$ cat src/rtl/jtdd_snd_mixer.sv
// jtdd_snd_mixer: FM + ADPCM output mixer with per-source gain, 16-bit
// saturation, an optional one-pole low-pass and a strobed stereo output.
// A single signed multiplier is shared over the ML/MR/MP sequencer states.
module jtdd_snd_mixer #(
  parameter int FRAC  = 4,
  parameter int OVR_W = 8
) (
  input  logic                    clk,
  input  logic                    rst_n,
  input  logic signed [15:0]      fm_left,
  input  logic signed [15:0]      fm_right,
  input  logic                    fm_sample,
  input  logic signed [11:0]      adpcm0,
  input  logic signed [11:0]      adpcm1,
  input  logic        [7:0]       gain_fm,
  input  logic        [7:0]       gain_pcm,
  input  logic                    lpf_en,
  input  logic        [1:0]       lpf_sh,
  input  logic                    clip_clr,
  output logic signed [15:0]      left,
  output logic signed [15:0]      right,
  output logic                    sample,
  output logic                    clip,
  output logic        [OVR_W-1:0] overrun
);

  typedef enum logic [2:0] {IDLE, ML, MR, MP, SAT, FLT, OUT} state_t;

  state_t state, state_nxt;
  logic   prev, req, start, pending;

  logic signed [15:0] cap_left, cap_right;
  logic signed [16:0] cap_pcm;
  logic        [7:0]  cap_gfm, cap_gpcm;
  logic signed [25:0] pl, pr, pp, prod;
  logic signed [16:0] mul_a;
  logic signed [8:0]  mul_b;
  logic signed [12:0] pcm_sum;
  logic signed [15:0] sl, sr, yl, yr, yl_nxt, yr_nxt;
  logic signed [26:0] sum_l, sum_r;
  logic        [16:0] sat_l, sat_r;
  logic        [2:0]  shamt;

  assign req     = fm_sample & ~prev;
  assign pcm_sum = 13'(adpcm0) + 13'(adpcm1);
  assign shamt   = {1'b0, lpf_sh} + 3'd1;

  // Clamp a wide sum to 16 bits; bit 16 of the result flags that clamping happened.
  function automatic logic [16:0] clamp16(input logic signed [26:0] v);
    if (v > 27'sd32767)       return {1'b1, 16'h7fff};
    else if (v < -27'sd32768) return {1'b1, 16'h8000};
    else                      return {1'b0, v[15:0]};
  endfunction

  // One low-pass step; in bypass the state follows the input so enabling is glitch-free.
  function automatic logic signed [15:0] lpf_step(input logic signed [15:0] x,
                                                  input logic signed [15:0] y,
                                                  input logic en,
                                                  input logic [2:0] sh);
    logic signed [16:0] diff, acc;
    diff = 17'(x) - 17'(y);
    acc  = 17'(y) + (diff >>> sh);
    return en ? acc[15:0] : x;
  endfunction

  // Previous fm_sample; resets high so a level held through reset is not a new edge.
  always_ff @(posedge clk or negedge rst_n) begin
    if (!rst_n) prev <= 1'b1;
    else        prev <= fm_sample;
  end

  // Sequencer state register.
  always_ff @(posedge clk or negedge rst_n) begin
    if (!rst_n) state <= IDLE;
    else        state <= state_nxt;
  end

  // Next state: one state per clock; OUT chains straight into a queued or fresh mix.
  always_comb begin
    state_nxt = state;
    start     = 1'b0;
    case (state)
      IDLE: if (req) begin state_nxt = ML; start = 1'b1; end
      ML:   state_nxt = MR;
      MR:   state_nxt = MP;
      MP:   state_nxt = SAT;
      SAT:  state_nxt = FLT;
      FLT:  state_nxt = OUT;
      OUT:  begin
        if (pending || req) begin state_nxt = ML; start = 1'b1; end
        else                 state_nxt = IDLE;
      end
      default: state_nxt = IDLE;
    endcase
  end

  // Queue one request that arrives mid-mix; count further ones as dropped.
  always_ff @(posedge clk or negedge rst_n) begin
    if (!rst_n) begin
      pending <= 1'b0;
      overrun <= '0;
    end else if (state == OUT) begin
      pending <= pending & req;
    end else if (state != IDLE && req) begin
      if (!pending)             pending <= 1'b1;
      else if (overrun != '1)   overrun <= overrun + OVR_W'(1);
    end
  end

  // Shared multiplier: signed sample times zero-extended gain.
  always_comb begin
    mul_a = 17'(cap_pcm);
    mul_b = {1'b0, cap_gpcm};
    case (state)
      ML:      begin mul_a = 17'(cap_left);  mul_b = {1'b0, cap_gfm}; end
      MR:      begin mul_a = 17'(cap_right); mul_b = {1'b0, cap_gfm}; end
      default: ;
    endcase
    prod  = 26'(mul_a) * 26'(mul_b);
    sum_l = (27'(pl) + 27'(pp)) >>> FRAC;
    sum_r = (27'(pr) + 27'(pp)) >>> FRAC;
    sat_l = clamp16(sum_l);
    sat_r = clamp16(sum_r);
    yl_nxt = lpf_step(sl, yl, lpf_en, shamt);
    yr_nxt = lpf_step(sr, yr, lpf_en, shamt);
  end

  // Datapath: capture, products, saturation, filter; outputs load in FLT so they
  // are already valid during the OUT cycle that carries the strobe.
  always_ff @(posedge clk or negedge rst_n) begin
    if (!rst_n) begin
      cap_left <= '0; cap_right <= '0; cap_pcm <= '0;
      cap_gfm  <= '0; cap_gpcm  <= '0;
      pl <= '0; pr <= '0; pp <= '0;
      sl <= '0; sr <= '0; yl <= '0; yr <= '0;
      left <= '0; right <= '0; sample <= 1'b0; clip <= 1'b0;
    end else begin
      sample <= (state == FLT);
      if (start) begin
        cap_left  <= fm_left;
        cap_right <= fm_right;
        cap_pcm   <= {pcm_sum, 4'b0000};
        cap_gfm   <= gain_fm;
        cap_gpcm  <= gain_pcm;
      end
      case (state)
        ML:  pl <= prod;
        MR:  pr <= prod;
        MP:  pp <= prod;
        SAT: begin sl <= sat_l[15:0]; sr <= sat_r[15:0]; end
        FLT: begin
          yl <= yl_nxt; yr <= yr_nxt;
          left <= yl_nxt; right <= yr_nxt;
        end
        default: ;
      endcase
      if (state == SAT && (sat_l[16] || sat_r[16])) clip <= 1'b1;
      else if (clip_clr)                             clip <= 1'b0;
    end
  end

endmodule

$ cat config.mk
export PLATFORM = sky130hd
export DESIGN_NAME = jtdd_snd_mixer
export DESIGN_NICKNAME = d
export VERILOG_FILES = /design/src/rtl/jtdd_snd_mixer.sv
export SDC_FILE = /design/constraint.sdc
export NUM_CORES = 1
export LEC_CHECK = 0
export CELL_PAD_IN_SITES_DETAIL_PLACEMENT = 0
export CELL_PAD_IN_SITES_GLOBAL_PLACEMENT = 1
export CORE_ASPECT_RATIO = 0.75
export CORE_MARGIN = 4
export CORE_UTILIZATION = 52
export CTS_BUF_LIST = sky130_fd_sc_hd__clkbuf_8
export CTS_CLUSTER_DIAMETER = 30
export DETAILED_ROUTE_END_ITERATION = 8
export PLACE_DENSITY = 0.95
export SLEW_MARGIN = 20
export SYNTH_ARGS = -nofsm -noshare
export SYNTH_HDL_FRONTEND = slang
export SYNTH_SLANG_ARGS = --single-unit
$ cat constraint.sdc
create_clock -name clk -period 9.8 [get_ports clk]
set_input_delay 0.98 -clock clk [delete_from_list [all_inputs] [get_ports clk]]
set_output_delay 0.98 -clock clk [all_outputs]
set_load 0.005 [all_outputs]
# Word level (Yosys, flattened, before mapping)
# Index checks and enable logic that the tools add are counted.
# totals
inputBits	79
word_cells	74
output_inout_bits	42
ff_bits	218
# op_classes
n_eq_ne	8
bitwise	4
n_shift	2
order_cmp	4
mul	1
reduce_logical	10
addsub	9
mux	18
# ops
operator	n
17-bit 2-to-1 mux	4
26-bit by 26-bit adder with 27-bit output	2
23-bit by 16-bit greater-than comparator with 1-bit output (second input constant)	2
23-bit by 16-bit < comparator with 1-bit output (second input constant)	2
17-bit case mux with 2 select lines	1
17-bit by 3-bit >>> shifter with 16-bit output	2
16-bit by 16-bit subtractor with 17-bit output	2
16-bit adder	2
16-bit 2-to-1 mux	2
17-bit by 9-bit multiplier with 26-bit output	1
3-bit case mux with 7 select lines	1
12-bit by 12-bit adder with 13-bit output	1
3-bit equality test (second input constant)	3
8-bit by 1-bit adder with 8-bit output (second input constant)	1
8-bit 2-to-1 mux	1
8-bit != test (second input constant)	1
1-bit 2-to-1 mux	7
3-bit by 2-bit equality test with 1-bit output (second input constant)	2
4-bit AND reduction	1
2-bit nonzero test	2
2-bit by 1-bit adder with 3-bit output (second input constant)	1
3-bit by 1-bit equality test with 1-bit output (second input constant)	1
3-bit zero test	1
3-bit 2-to-1 mux	1
other kinds (8)	12

# Depth between registers and ports, before layout
# Gate-level depths: netlist (run 1).
# logic_depth
depth_word	7
depth_mapped	28
ltp_nobuf	27

# Worst setup path before layout (run 1)
# No wires, ideal clock.
# synth_timing
path_type	reg-to-reg
start	register state[1]
end	register pp[25]
setup_slack_ns	3.385
arrival_ns	6.276
required_ns	9.662
setup_time_ns	0.138
period_less_slack_ns	6.415
path_stages_with_launch	28
n_path_buf	3
path_cell_list	dfrtp_1 -> clkbuf_1 -> nand2b_1 -> a21oi_1 -> clkbuf_1 -> nand2_1 -> nand2_1 -> clkbuf_1 -> nand2_1 -> fa_1 -> inv_1 -> fa_1 -> ha_1 -> inv_1 -> fa_1 -> inv_1 -> ha_1 -> a21o_1 -> a21oi_1 -> nor2b_1 -> o21a_1 -> o31ai_1 -> o221a_2 -> o21ba_2 -> o21ai_0 -> o41ai_1 -> xnor2_1 -> o21ai_0
# synth_via
elab_chain_len	4
word_cells_on_any_way	7
classes_between	mul (1); eq/ne (3); mux (2); reduce/logical (1)
# synth_rtl
element	line	text
from (decl)	29	state_t state, state_nxt;
from (signal assigned)	75	else state <= state_nxt;
3-bit by 2-bit equality test with 1-bit output or 3-bit by 1-bit equality test with 1-bit output (tied branches)	114	case (state)
2-bit OR reduction (no source line)	-	
8-bit 2-to-1 mux	114	
17-bit by 9-bit multiplier with 26-bit output	119	prod = 26'(mul_a) * 26'(mul_b);
to (signal assigned)	149	MP: pp <= prod;
to (decl)	35	logic signed [25:0] pl, pr, pp, prod;
# Several ways; a longest one is shown, not always the timed one.
# A chain may end at the register's enable or synchronous reset.

# Worst setup path in the final report (run 1)
# layout_timing
start	register state[0]
end	register pr[25]
# layout_via
elab_chain_len	4
word_cells_on_any_way	6
classes_between	mul (1); eq/ne (2); mux (2); reduce/logical (1)
# layout_rtl
element	line	text
3-bit by 2-bit equality test with 1-bit output or 3-bit by 1-bit equality test with 1-bit output (tied branches)	114, 146	
2-bit OR reduction (no source line)	-	
8-bit 2-to-1 mux	114	
17-bit by 9-bit multiplier with 26-bit output	119	
to (signal assigned)	148	MR: pr <= prod;
to (decl)	35	
# Several ways; a longest one is shown, not always the timed one.

==> results of run 1 <==
[kinds of logic (layout without fill, tap and decap cells)]
family / count (synthesis) / count (layout) / share of synthesized area, %
buffers and inverters: 336 / 482 / 6.30
xor gates and xnor gates: 127 / 127 / 5.52
adders and majority gates: 291 / 291 / 22.3
DFF: 218 / 218 / 27.1
AOI/OAI and AO/OA: 548 / 548 / 17.0
muxes: 86 / 86 / 4.81
and+or+nand+nor: 803 / 803 / 17.1
[stage by stage]
stage | hold slack, ps | instances | worst slack (ps) | area (µm²) | util (%)
floorplan | 445 | 2409 | 3390 | 20200 | -
global placement | 463 | 2973 | 2820 | 21800 | 57.0
detailed placement | 465 | 2973 | 2570 | 21800 | 57.0
CTS | 317 | 3067 | 2430 | 23000 | 60.1
global route | 344 | 3067 | 1830 | 23000 | 60.1
finish | 319 | 3067 | 2340 | 23000 | 60.1
[routing by layer]
layer  global-route usage, %  vias to the layer above
met3                    4.20                      105
li1                        -                     8372
met4                    7.41                        0
met5                       0                        -
met1                    32.5                     8160
met2                    41.2                      452
[how the worst max path moves through the flow]
| stage | slack (ps) | startpoint | to |
|---|---|---|---|
| 4_1_cts | 2430 | state[0] | pr[25] |
| 5_1_grt | 1830 | state[0] | pr[25] |
| 6_report | 2340 | state[0] | pr[25] |
| 3_5_place_dp | 2570 | state[0] | pr[25] |
| 3_3_place_gp | 2820 | state[0] | pr[25] |
| 2_1_floorplan | 3390 | state[1] | pp[25] |
[state kept, by name, indices dropped and copies added, names as in the netlist, 8 cells and up]
signal     count
cap_left      16
overrun        8
cap_gfm        8
pr            26
right         16
pl            26
yl            16
sl            16
cap_pcm       13
cap_right     16
pp            26
sr            16
cap_gpcm       8
[cell type report]
type | count | area, µm² | area share [%]
sequential | 218 | 5460 | 23.7
clock inverter | 41 | 470 | 2.04
multi-input combinational | 1855 | 13500 | 58.5
inverter | 254 | 953 | 4.14
clock buffer | 53 | 729 | 3.17
tap | 512 | 641 | 2.78
timing repair buffer | 134 | 1310 | 5.69
[cell usage after synthesis (all sizes together) (5+ instances only)]
cell type | number | area share [%]
nand2 | 454 | 8.5
inv | 254 | 4.7
dfrtp | 217 | 27
o21ai | 200 | 5.0
ha | 178 | 11
nor2 | 162 | 3.0
a21oi | 132 | 3.5
fa | 113 | 11
xnor2 | 87 | 3.8
clkbuf | 75 | 1.4
mux2i | 52 | 2.6
nor3 | 41 | 1.0
a21o | 40 | 1.5
xor2 | 40 | 1.7
nor2b | 30 | 0.93
mux2 | 28 | 1.6
nand2b | 28 | 0.87
nand3 | 22 | 0.55
o22a | 20 | 0.87
a211oi | 15 | 0.58
o21a | 15 | 0.56
a31oi | 13 | 0.40
and3 | 13 | 0.40
o22ai | 13 | 0.40
o21bai | 11 | 0.41
or3 | 11 | 0.34
a22oi | 10 | 0.37
nand4 | 10 | 0.34
o211ai | 10 | 0.37
a211o | 9 | 0.39
o31ai | 9 | 0.40
or2 | 8 | 0.25
and2 | 7 | 0.22
buf | 7 | 0.17
mux4 | 6 | 0.67
a21boi | 5 | 0.19
a311oi | 5 | 0.25
==> metrics.md, run 1 <==
| Metric | Value |
|---|---|
| Status | `finished, final reports clean` |
| Most common cell after layout, fill and taps aside | `nand2_1` |
| Yosys warnings | `0` |
| Die W | `roughly 240 µm` |
| DP HPWL | `40.1 mm` |
| DRT iter0 DRCs | `between 1000 and 1500` |
| Fmax achieved | `about 130 MHz` |
| Asr flop ratio synth | `100%` |
| Detailed Routing Iterations Pass 1 | `5` |
| Antenna cells | `0` |
| RR Startpoint | `state[0]` |
| Layout Nets | `slightly below 3000` |
| I/O pins | `121` |
| Setup crit end kind | `register` |
| HP Class | `input port to async pin` |
| Sequential element share of the synthesized area | `between 20% and 30%` |
| Net Count, Synth | `about 2800` |
| Final Cycle Share | `around three quarters` |
| Post-CTS sizing | `0` |
| Die height | `179 µm` |
| Initial core utilization | `a little over half` |
| GRT overflow | `0` |
| Die area | `between 40000 and 50000 µm²` |
| TritonCTS clock tree | `built` |
| Unique masters post-synth | `77` |
| M1 WL | `approximately 23 mm` |
| Pin count of the biggest net entering global routing | `between 70 and 80` |
| Data arrival time of the worst path | `7890 ps` |
| TNS Setup | `0 ps` |
| Vias in the first global route | `~17000` |
| Setup bufs post-CTS | `0` |
| Cells on worst reg2reg path | `25` |
| Clk buf depth | `3` |
| Met2 wire len | `approximately 24 mm` |
| Worst slew pin tran | `1000 ps` |
| Final ANT Viol Nets | `0` |
| Top sig layer | `met4` |
| Fillers | `3420` |
| Sink Count | `218` |
| Clk Latency, worst-skew pair | `a little over 600 ps` |
| Antenna violations before repair | `0` |
| CP Launch Type | `register` |
| IO Port Bufs | `120` |
| Worst Path Buf+Inv | `4` |
| CP most frequent cell | `inv_1` |
| Final min period | `around 7500 ps` |
| Number of cells on the critical path | `25` |
| Average wire per standard cell | `about 17 µm` |
| CP Max Fanout | `16` |
| Post-synthesis cell count | `approximately 2400` |
| Delay-heaviest family, CP | `compound AO/OA/AOI/OAI gates` |
| Kind of critical path | `register to register` |
| Final Hold Vio Count | `0` |
| FP Rows | `62` |
| Final Skew | `between 20 and 30 ps` |
| Share of cells above drive strength 1 | `6.85%` |
| Core area | `38300 µm²` |
| Yosys reg bits | `approximately 220` |
| Synthesized area per cell | `8.37 µm²` |
| Post-synth EDFFs | `0` |
| # setup viols final | `0` |
| Most frequent cells in the layout | `451 x nand2_1, 259 x inv_1, 217 x dfrtp_1` |
| Clock root buffer master | `clkbuf_8` |
| Routed wire length | `approximately 51 mm` |
| RR Endpoint | `pr[25]` |
| RSZ-0062 raised after global routing | `false` |
| Internal reg-to-reg setup slack | `between 2000 and 2500 ps` |
| Slowest CP cell | `dfrtp_1` |
| Via count | `roughly 17000` |
| Synthesis-to-layout area growth | `14.2%` |
| Cts hold-fix bufs | `0` |
| CTS buffer count | `just over 50` |
| Clock H-tree levels | `2` |
| WL met3 | `roughly 2.8 mm` |
| Vias/cell | `~5.6` |
| Gp weighted congestion | `between 0.9 and 1` |
| Worst-path clk slew | `about 60 ps` |
| Worst Path Required | `10240 ps` |
| Max-Cap Viols | `0` |
| First-pass GRT wire length | `85.1 mm` |
| Crit path largest cell delay | `570 ps` |
| Global-route usage over all layers | `between 20% and 30%` |
| Relative slew slack | `between 30% and 40%` |
| Mapped cell area | `20200 µm²` |
| Ys flop type | `dfrtp_1` |
| DRC | `0` |
| Pins Over Slew Limit | `0` |
Power of run 1 is not shown: default switching activity piles up to over one toggle a cycle in this logic, so the estimate is an artifact.
==> run 2: changes to the inputs <==
--- a/config.mk
+++ b/config.mk
@@ -9,11 +9,11 @@
 export CELL_PAD_IN_SITES_GLOBAL_PLACEMENT = 1
 export CORE_ASPECT_RATIO = 0.75
 export CORE_MARGIN = 4
-export CORE_UTILIZATION = 52
+export CORE_UTILIZATION = 43
 export CTS_BUF_LIST = sky130_fd_sc_hd__clkbuf_8
 export CTS_CLUSTER_DIAMETER = 30
 export DETAILED_ROUTE_END_ITERATION = 8
-export PLACE_DENSITY = 0.95
+export PLACE_DENSITY = 0.9
 export SLEW_MARGIN = 20
 export SYNTH_ARGS = -nofsm -noshare
 export SYNTH_HDL_FRONTEND = slang
==> constraint.sdc (replaced) <==
create_clock -name clk -period 6.6 [get_ports clk]
set_input_delay 0.66 -clock clk [delete_from_list [all_inputs] [get_ports clk]]
set_output_delay 0.66 -clock clk [all_outputs]
set_load 0.005 [all_outputs]
==> run 2 against run 1 <==
Effect of this change: hold slack got worse by 270 ps; final area increased by 1.6%; clock skew hardly changed; setup slack got worse by 1900 ps.
==> metrics.md, run 2 (same netlist as run 1, synthesis figures left out) <==
| Metric | Value |
|---|---|
| Status | `finished, final reports clean` |
| Slowest CP cell | `o41ai_1` |
| Worst slew pin tran | `986 ps (-18.0 ps)` |
| Area of the multi-input gates | `13500 µm² (+0.44%)` |
| Pin count of the biggest net entering global routing | `83 (+7.8%)` |
| TritonCTS clock tree | `built` |
| Most frequent cells in the layout | `451 x nand2_1, 258 x inv_1, 216 x dfrtp_1` |
| Initial core utilization | `43.7% (-9.0 points)` |
| IO Port Bufs | `120 (unchanged)` |
| Data arrival time of the worst path | `6680 ps (-1210 ps)` |
| Average wire per standard cell | `16.4 µm (-2.3%)` |
| Max-Cap Viols | `0 (unchanged)` |
| Gp weighted congestion | `0.874 (-4.3%)` |
| Vias/cell | `5.34 (-4.2%)` |
| Routed wire length | `52.4 mm (+1.9%)` |
| WL met3 | `2.52 mm (-11%)` |
| Global-route usage over all layers | `20.8% (-3.6 points)` |
| Final Hold Vio Count | `0 (unchanged)` |
| CP Max Fanout | `5 (-11)` |
| Fmax achieved | `162 MHz (+20%)` |
| Die height | `196 µm (+9.5%)` |
| Sink Count | `218 (unchanged)` |
| Met2 wire len | `24.3 mm (+1.1%)` |
| CTS buffer count | `47 (-7.8%)` |
| Final Skew | `26.0 ps (+0.485 ps)` |
| Relative slew slack | `34.3% (+3.1 points)` |
| Internal reg-to-reg setup slack | `410 ps (-1930 ps)` |
| Synthesis-to-layout area growth | `16.1%` |
| Antenna violations before repair | `0 (unchanged)` |
| Layout Nets | `2900 (+0.55%)` |
| GRT overflow | `0 (unchanged)` |
| Clock root buffer master | `clkbuf_8` |
| Worst Setup Slack, final | `412 ps (-1930 ps)` |
| Detailed Routing Iterations Pass 1 | `5 (unchanged)` |
| Vias in the first global route | `17400 (+2.7%)` |
| Post-Place Setup Slack | `95.3 ps (-2480 ps)` |
| Crit-path cells | `ha_1 > inv_1 > fa_1 > a21o_1 > a21oi_1 > o21ai_0 > a41o_1 > o41ai_1 > nand4b_1 > nand2_1 > a211o_1 > mux2_2 > mux2_2 > o21ai_0 > ha_1 > nand3_1 > nand2_1 > a41o_1 > nor4_1 > o41a_1 > o21ai_0 > xnor2_1 > a31oi_1 > a2bb2oi_1` |
| DP HPWL | `40.8 mm (+1.8%)` |
| DRT iter0 DRCs | `1109 (-16%)` |
| Most common cell after layout, fill and taps aside | `nand2_1` |
| CP Launch Type | `register` |
| Worst-path clk slew | `60 ps (about the same)` |
| RSZ-0062 raised after global routing | `false` |
| Antenna cells | `0 (unchanged)` |
| Pins Over Slew Limit | `0 (unchanged)` |
| Storage cell area | `5460 µm² (about the same)` |
| First-pass GRT wire length | `87.9 mm (+3.3%)` |
| Setup crit end kind | `register` |
| Final min period | `6190 ps (-1270 ps)` |
| Final Cycle Share | `93.8% (+18 points)` |
| M1 WL | `24.3 mm (+4.5%)` |
| Share of cells above drive strength 1 | `7.86% (+1.0 points)` |
| # setup viols final | `0 (unchanged)` |
| Final ANT Viol Nets | `0 (unchanged)` |
| I/O pins | `121 (unchanged)` |
| Setup bufs post-CTS | `0 (unchanged)` |
| Clock H-tree levels | `2 (unchanged)` |
| TNS Setup | `0 ps (unchanged)` |
| Kind of critical path | `register to register` |
| CP most frequent cell | `o21ai_0` |
| Fillers | `4451 (+30%)` |
| Crit path largest cell delay | `520 ps (-50 ps)` |
| Core area | `46200 µm² (+21%)` |
| Die area | `50500 µm² (+20%)` |
| Top sig layer | `met4` |
| Clk buf depth | `3 (unchanged)` |
| Die W | `258 µm (+9.6%)` |
| Regs by FF count | `pl: 26 flops, pp: 26 flops, pr: 26 flops` |
| FP Rows | `68 (+9.7%)` |
| HP Class | `input port to async pin` |
| Via count | `17100 (-0.041%)` |
| Clk Latency, worst-skew pair | `600 ps (-20 ps)` |
| DRC | `0 (unchanged)` |
| Worst Path Required | `7090 ps (-3150 ps)` |
[run 2: changes by cell type in the layout (fill, tap and decap cells not counted), moves of 2 or more]
cell and change:
bufinv_16 +3, buf_4 +20, inv_8 +2, clkinv_2 -2
inv_6 -6, nor2_2 +2, a22oi_1 -3, clkinv_4 -3
nor2_1 -2, a22oi_2 +3
[run 2: final timing paths]
path	startpoint	end	cells after the start
worst max-delay path	yl[0]	yl[15]	24
worst min-delay path	rst_n	right[10]	1
worst max register to register	yl[0]	yl[15]	24
worst min register to register	cap_left[4]	cap_left[4]	2
max in group asynchronous	rst_n	state[1]	2
min in group clk	cap_left[4]	cap_left[4]	2
[run 2: critical path, delay by kind of cell (launching register included)]
family                   cells  cell delay, ps
multiplexers                 2             540
buffers and inverters        1              60
AO/OA/AOI/OAI               12            3140
adder cells (fa/ha/maj)      3             960
AND/OR/NAND/NOR              5             780
XOR/XNOR                     1             190
flip-flops                   1             420
[run 2: what timing repair did]
| action | in CTS | in global routing |
|---|---|---|
| endpoints found under the setup margin | 0 | 27 |
| resized for setup | 0 | 15 |
| hold buffers | 0 | 0 |
[run 2: routing by layer]
layer / vias to the layer above / global-route usage [%]
met2: 411 / 34.7
met3: 89 / 2.63
li1: 8403 / -
met4: 0 / 5.62
met5: - / 0
met1: 8179 / 28.9
[run 2: layout make-up]
cell class / count / share of cell area (%)
tap: 630 / 3.37
timing repair buffer: 154 / 6.22
clock inverter: 34 / 2.06
sequential: 218 / 23.3
inverter: 254 / 4.07
multi-input combinational: 1855 / 57.8
clock buffer: 54 / 3.18
[run 2: stage by stage]
| stage | util [%] | area (µm²) | hold slack, ps | cells |
|---|---|---|---|---|
| floorplan | - | 20200 | 364 | 2409 |
| global placement | 47.9 | 22100 | 463 | 3111 |
| detailed placement | 47.9 | 22100 | 463 | 3111 |
| CTS | 50.5 | 23300 | 45.6 | 3199 |
| global route | 50.7 | 23400 | 91.2 | 3199 |
| finish | 50.7 | 23400 | 44.2 | 3199 |
Power of run 2 is left out for the same reason.
==> run 3: changes to the inputs <==
--- a/config.mk
+++ b/config.mk
@@ -9,10 +9,11 @@
 export CELL_PAD_IN_SITES_GLOBAL_PLACEMENT = 1
 export CORE_ASPECT_RATIO = 0.75
 export CORE_MARGIN = 4
-export CORE_UTILIZATION = 43
+export CORE_UTILIZATION = 46
 export CTS_BUF_LIST = sky130_fd_sc_hd__clkbuf_8
 export CTS_CLUSTER_DIAMETER = 30
 export DETAILED_ROUTE_END_ITERATION = 8
+export DONT_BUFFER_PORTS = 1
 export PLACE_DENSITY = 0.9
 export SLEW_MARGIN = 20
 export SYNTH_ARGS = -nofsm -noshare
==> constraint.sdc (replaced) <==
create_clock -name clk -period 5.45 [get_ports clk]
set_input_delay 0.545 -clock clk [delete_from_list [all_inputs] [get_ports clk]]
set_output_delay 0.545 -clock clk [all_outputs]
set_load 0.005 [all_outputs]
==> run 3 against run 2 <==
Effect of this change: the run now ends with negative setup slack left; critical endpoint is now pl[24]; setup slack worse by 720 ps; via count rose by 3.7%; clock-buffer cell count increased by 4; final area grew 5.4%; hold slack worse by 11 ps; largest cell class unchanged.
==> metrics.md, run 3 (same netlist as run 1, synthesis figures left out) <==
| Metric | Value |
|---|---|
| Status | `finished with violations` |
| Failing checks | `negative setup slack` |
| Worst slew pin tran | `987 ps (+1.78 ps)` |
| Pins Over Slew Limit | `0 (unchanged)` |
| Final ANT Viol Nets | `0 (unchanged)` |
| Vias in the first global route | `17800 (+1.9%)` |
| First-pass GRT wire length | `90.7 mm (+3.2%)` |
| Internal reg-to-reg setup slack | `-310 ps (-720 ps)` |
| Max-Cap Viols | `0 (unchanged)` |
| FP Rows | `66 (-2.9%)` |
| Die W | `250 µm (-3.2%)` |
| Kind of critical path | `register to register` |
| Final Skew | `51.7 ps (+25.7 ps)` |
| Clock H-tree levels | `2 (unchanged)` |
| DP HPWL | `41.6 mm (+1.9%)` |
| Gp weighted congestion | `0.919 (+5.1%)` |
| Die height | `189 µm (-3.2%)` |
| Share of cells above drive strength 1 | `19.3% (+11 points)` |
| Layout Nets | `2971 (+2.4%)` |
| Pin count of the biggest net entering global routing | `219 (+160%)` |
| Setup crit end kind | `register` |
| Most common cell after layout, fill and taps aside | `nand2_1` |
| Vias/cell | `5.51 (+3.1%)` |
| Core area | `43400 µm² (-6.2%)` |
| I/O pins | `121 (unchanged)` |
| Data arrival time of the worst path | `6210 ps (-470 ps)` |
| # setup viols final | `33 (+33)` |
| Final Hold Vio Count | `0 (unchanged)` |
| Antenna violations before repair | `1 (+1)` |
| Antenna cells | `0 (unchanged)` |
| CP Max Fanout | `6 (+1)` |
| Clk buf depth | `3 (unchanged)` |
| Fillers | `3754 (-16%)` |
| Detailed Routing Iterations Pass 1 | `5 (unchanged)` |
| Cell area after layout | `24700 µm² (+5.4%)` |
| CTS buffer count | `52 (+11%)` |
| Fmax achieved | `174 MHz (+7.4%)` |
| Die area | `47300 µm² (-6.3%)` |
| Most frequent cells in the layout | `430 x nand2_1, 240 x inv_1, 215 x dfrtp_1` |
| Clock root buffer master | `clkbuf_8` |
| Post-place instance area | `22000 µm² (-0.68%)` |
| Global-route usage over all layers | `23.1% (+2.2 points)` |
| Crit path largest cell delay | `550 ps (+30 ps)` |
| Synthesis-to-layout area growth | `22.4%` |
| Average wire per standard cell | `17.3 µm (+5.5%)` |
| Slowest CP cell | `fa_1` |
| Initial core utilization | `46.5% (+2.9 points)` |
| Worst Path Required | `5900 ps (-1190 ps)` |
| Routed wire length | `55.6 mm (+6.1%)` |
| DRT iter0 DRCs | `1269 (+14%)` |
| Regs by FF count | `pl: 26 flops, pp: 26 flops, pr: 26 flops` |
| Final Cycle Share | `106% (+12 points)` |
| Clk Latency, worst-skew pair | `650 ps (+50 ps)` |
| DRC | `0 (unchanged)` |
| CP Launch Type | `register` |
| Sink Count | `218 (unchanged)` |
| TritonCTS clock tree | `built` |
| RSZ-0062 raised after global routing | `true` |
| Relative slew slack | `33.9% (-0.35 points)` |
| Worst Setup Slack, final | `-312 ps (-724 ps)` |
| Worst-path clk slew | `60 ps (about the same)` |
| IO Port Bufs | `0 (-100%)` |
| Final min period | `5760 ps (-426 ps)` |
| Via count | `17700 (+3.7%)` |
| GRT overflow | `0 (unchanged)` |
| HP Class | `input port to register` |
==> run 3: cell types whose count changed in the layout (fill, tap and decap cells not counted), moves of 12 or more <==
cell	delta
nand2_1	-21
buf_4	+141
buf_6	+12
a21oi_2	+15
o21ai_0	-24
ha_4	+16
o21ai_1	+17
nand2_2	+12
clkdlybuf4s50_1	-118
ha_1	-19
inv_1	-18
inv_2	+15
a21oi_1	-17
dlygate4sd3_1	+21
==> run 3: metal layers <==
metal	GRT usage (%)	up-vias	routed length [µm]	share of wire, %
li1	-	8528	-	-
met1	32.5	8579	25300	46
met2	37.2	517	25400	46
met3	3.50	98	3510	6.3
met4	6.61	0	1430	2.6
met5	0	-	0	0
==> run 3: metrics by stage <==
stage / cells / setup TNS (ps) / util, % / hold WS, ps / setup slack, ps
finish: 3218 / -6360 / 56.9 / 33.3 / -312
global route: 3218 / -14850 / 56.9 / 1.97 / -548
CTS: 3185 / -2510 / 55.1 / 0.467 / -240
detailed placement: 3057 / -9070 / 50.7 / 265 / -408
global placement: 3057 / -4790 / 50.7 / 266 / -298
floorplan: 2409 / -1050 / - / 249 / -120
==> run 3: worst paths after layout <==
kind | startpoint | end | cells after the start
max | state[1] | pl[24] | 28
min | fm_left[5] | cap_left[5] | 2
max reg2reg | state[1] | pl[24] | 28
min reg2reg | cap_right[9] | cap_right[9] | 2
max in group asynchronous | rst_n | pp[21] | 3
min in group asynchronous | rst_n | right[14] | 2
==> run 3: final cells by class <==
| class | count | area, µm² | area share [%] |
|---|---|---|---|
| Multi-Input combinational cell | 1857 | 14400 | 58.3 |
| Sequential cell | 218 | 5460 | 22.1 |
| Timing Repair Buffer | 218 | 1870 | 7.60 |
| Inverter | 254 | 953 | 3.86 |
| Clock buffer | 58 | 798 | 3.23 |
| Tap cell | 578 | 723 | 2.93 |
| Clock inverter | 35 | 489 | 1.98 |
==> run 3: what timing repair did <==
action                                  CTS  global route
hold endpoints to repair                238           114
gates resized for setup                  65           110
buffers inserted                         12            30
hold buffers                             21             1
pin swaps                                20            39
cloned                                    2             2
endpoints found under the setup margin   40            55
==> run 3: critical path: cells and delay by family, from the launching register on <==
family                     cells  cell delay, ps
adders and majority gates      5            2180
AOI/OAI and AO/OA              9            1300
and+or+nand+nor                6             770
buffers and inverters          7             640
DFF                            1             440
xor gates and xnor gates       1             230
Power of run 3 is left out for the same reason.
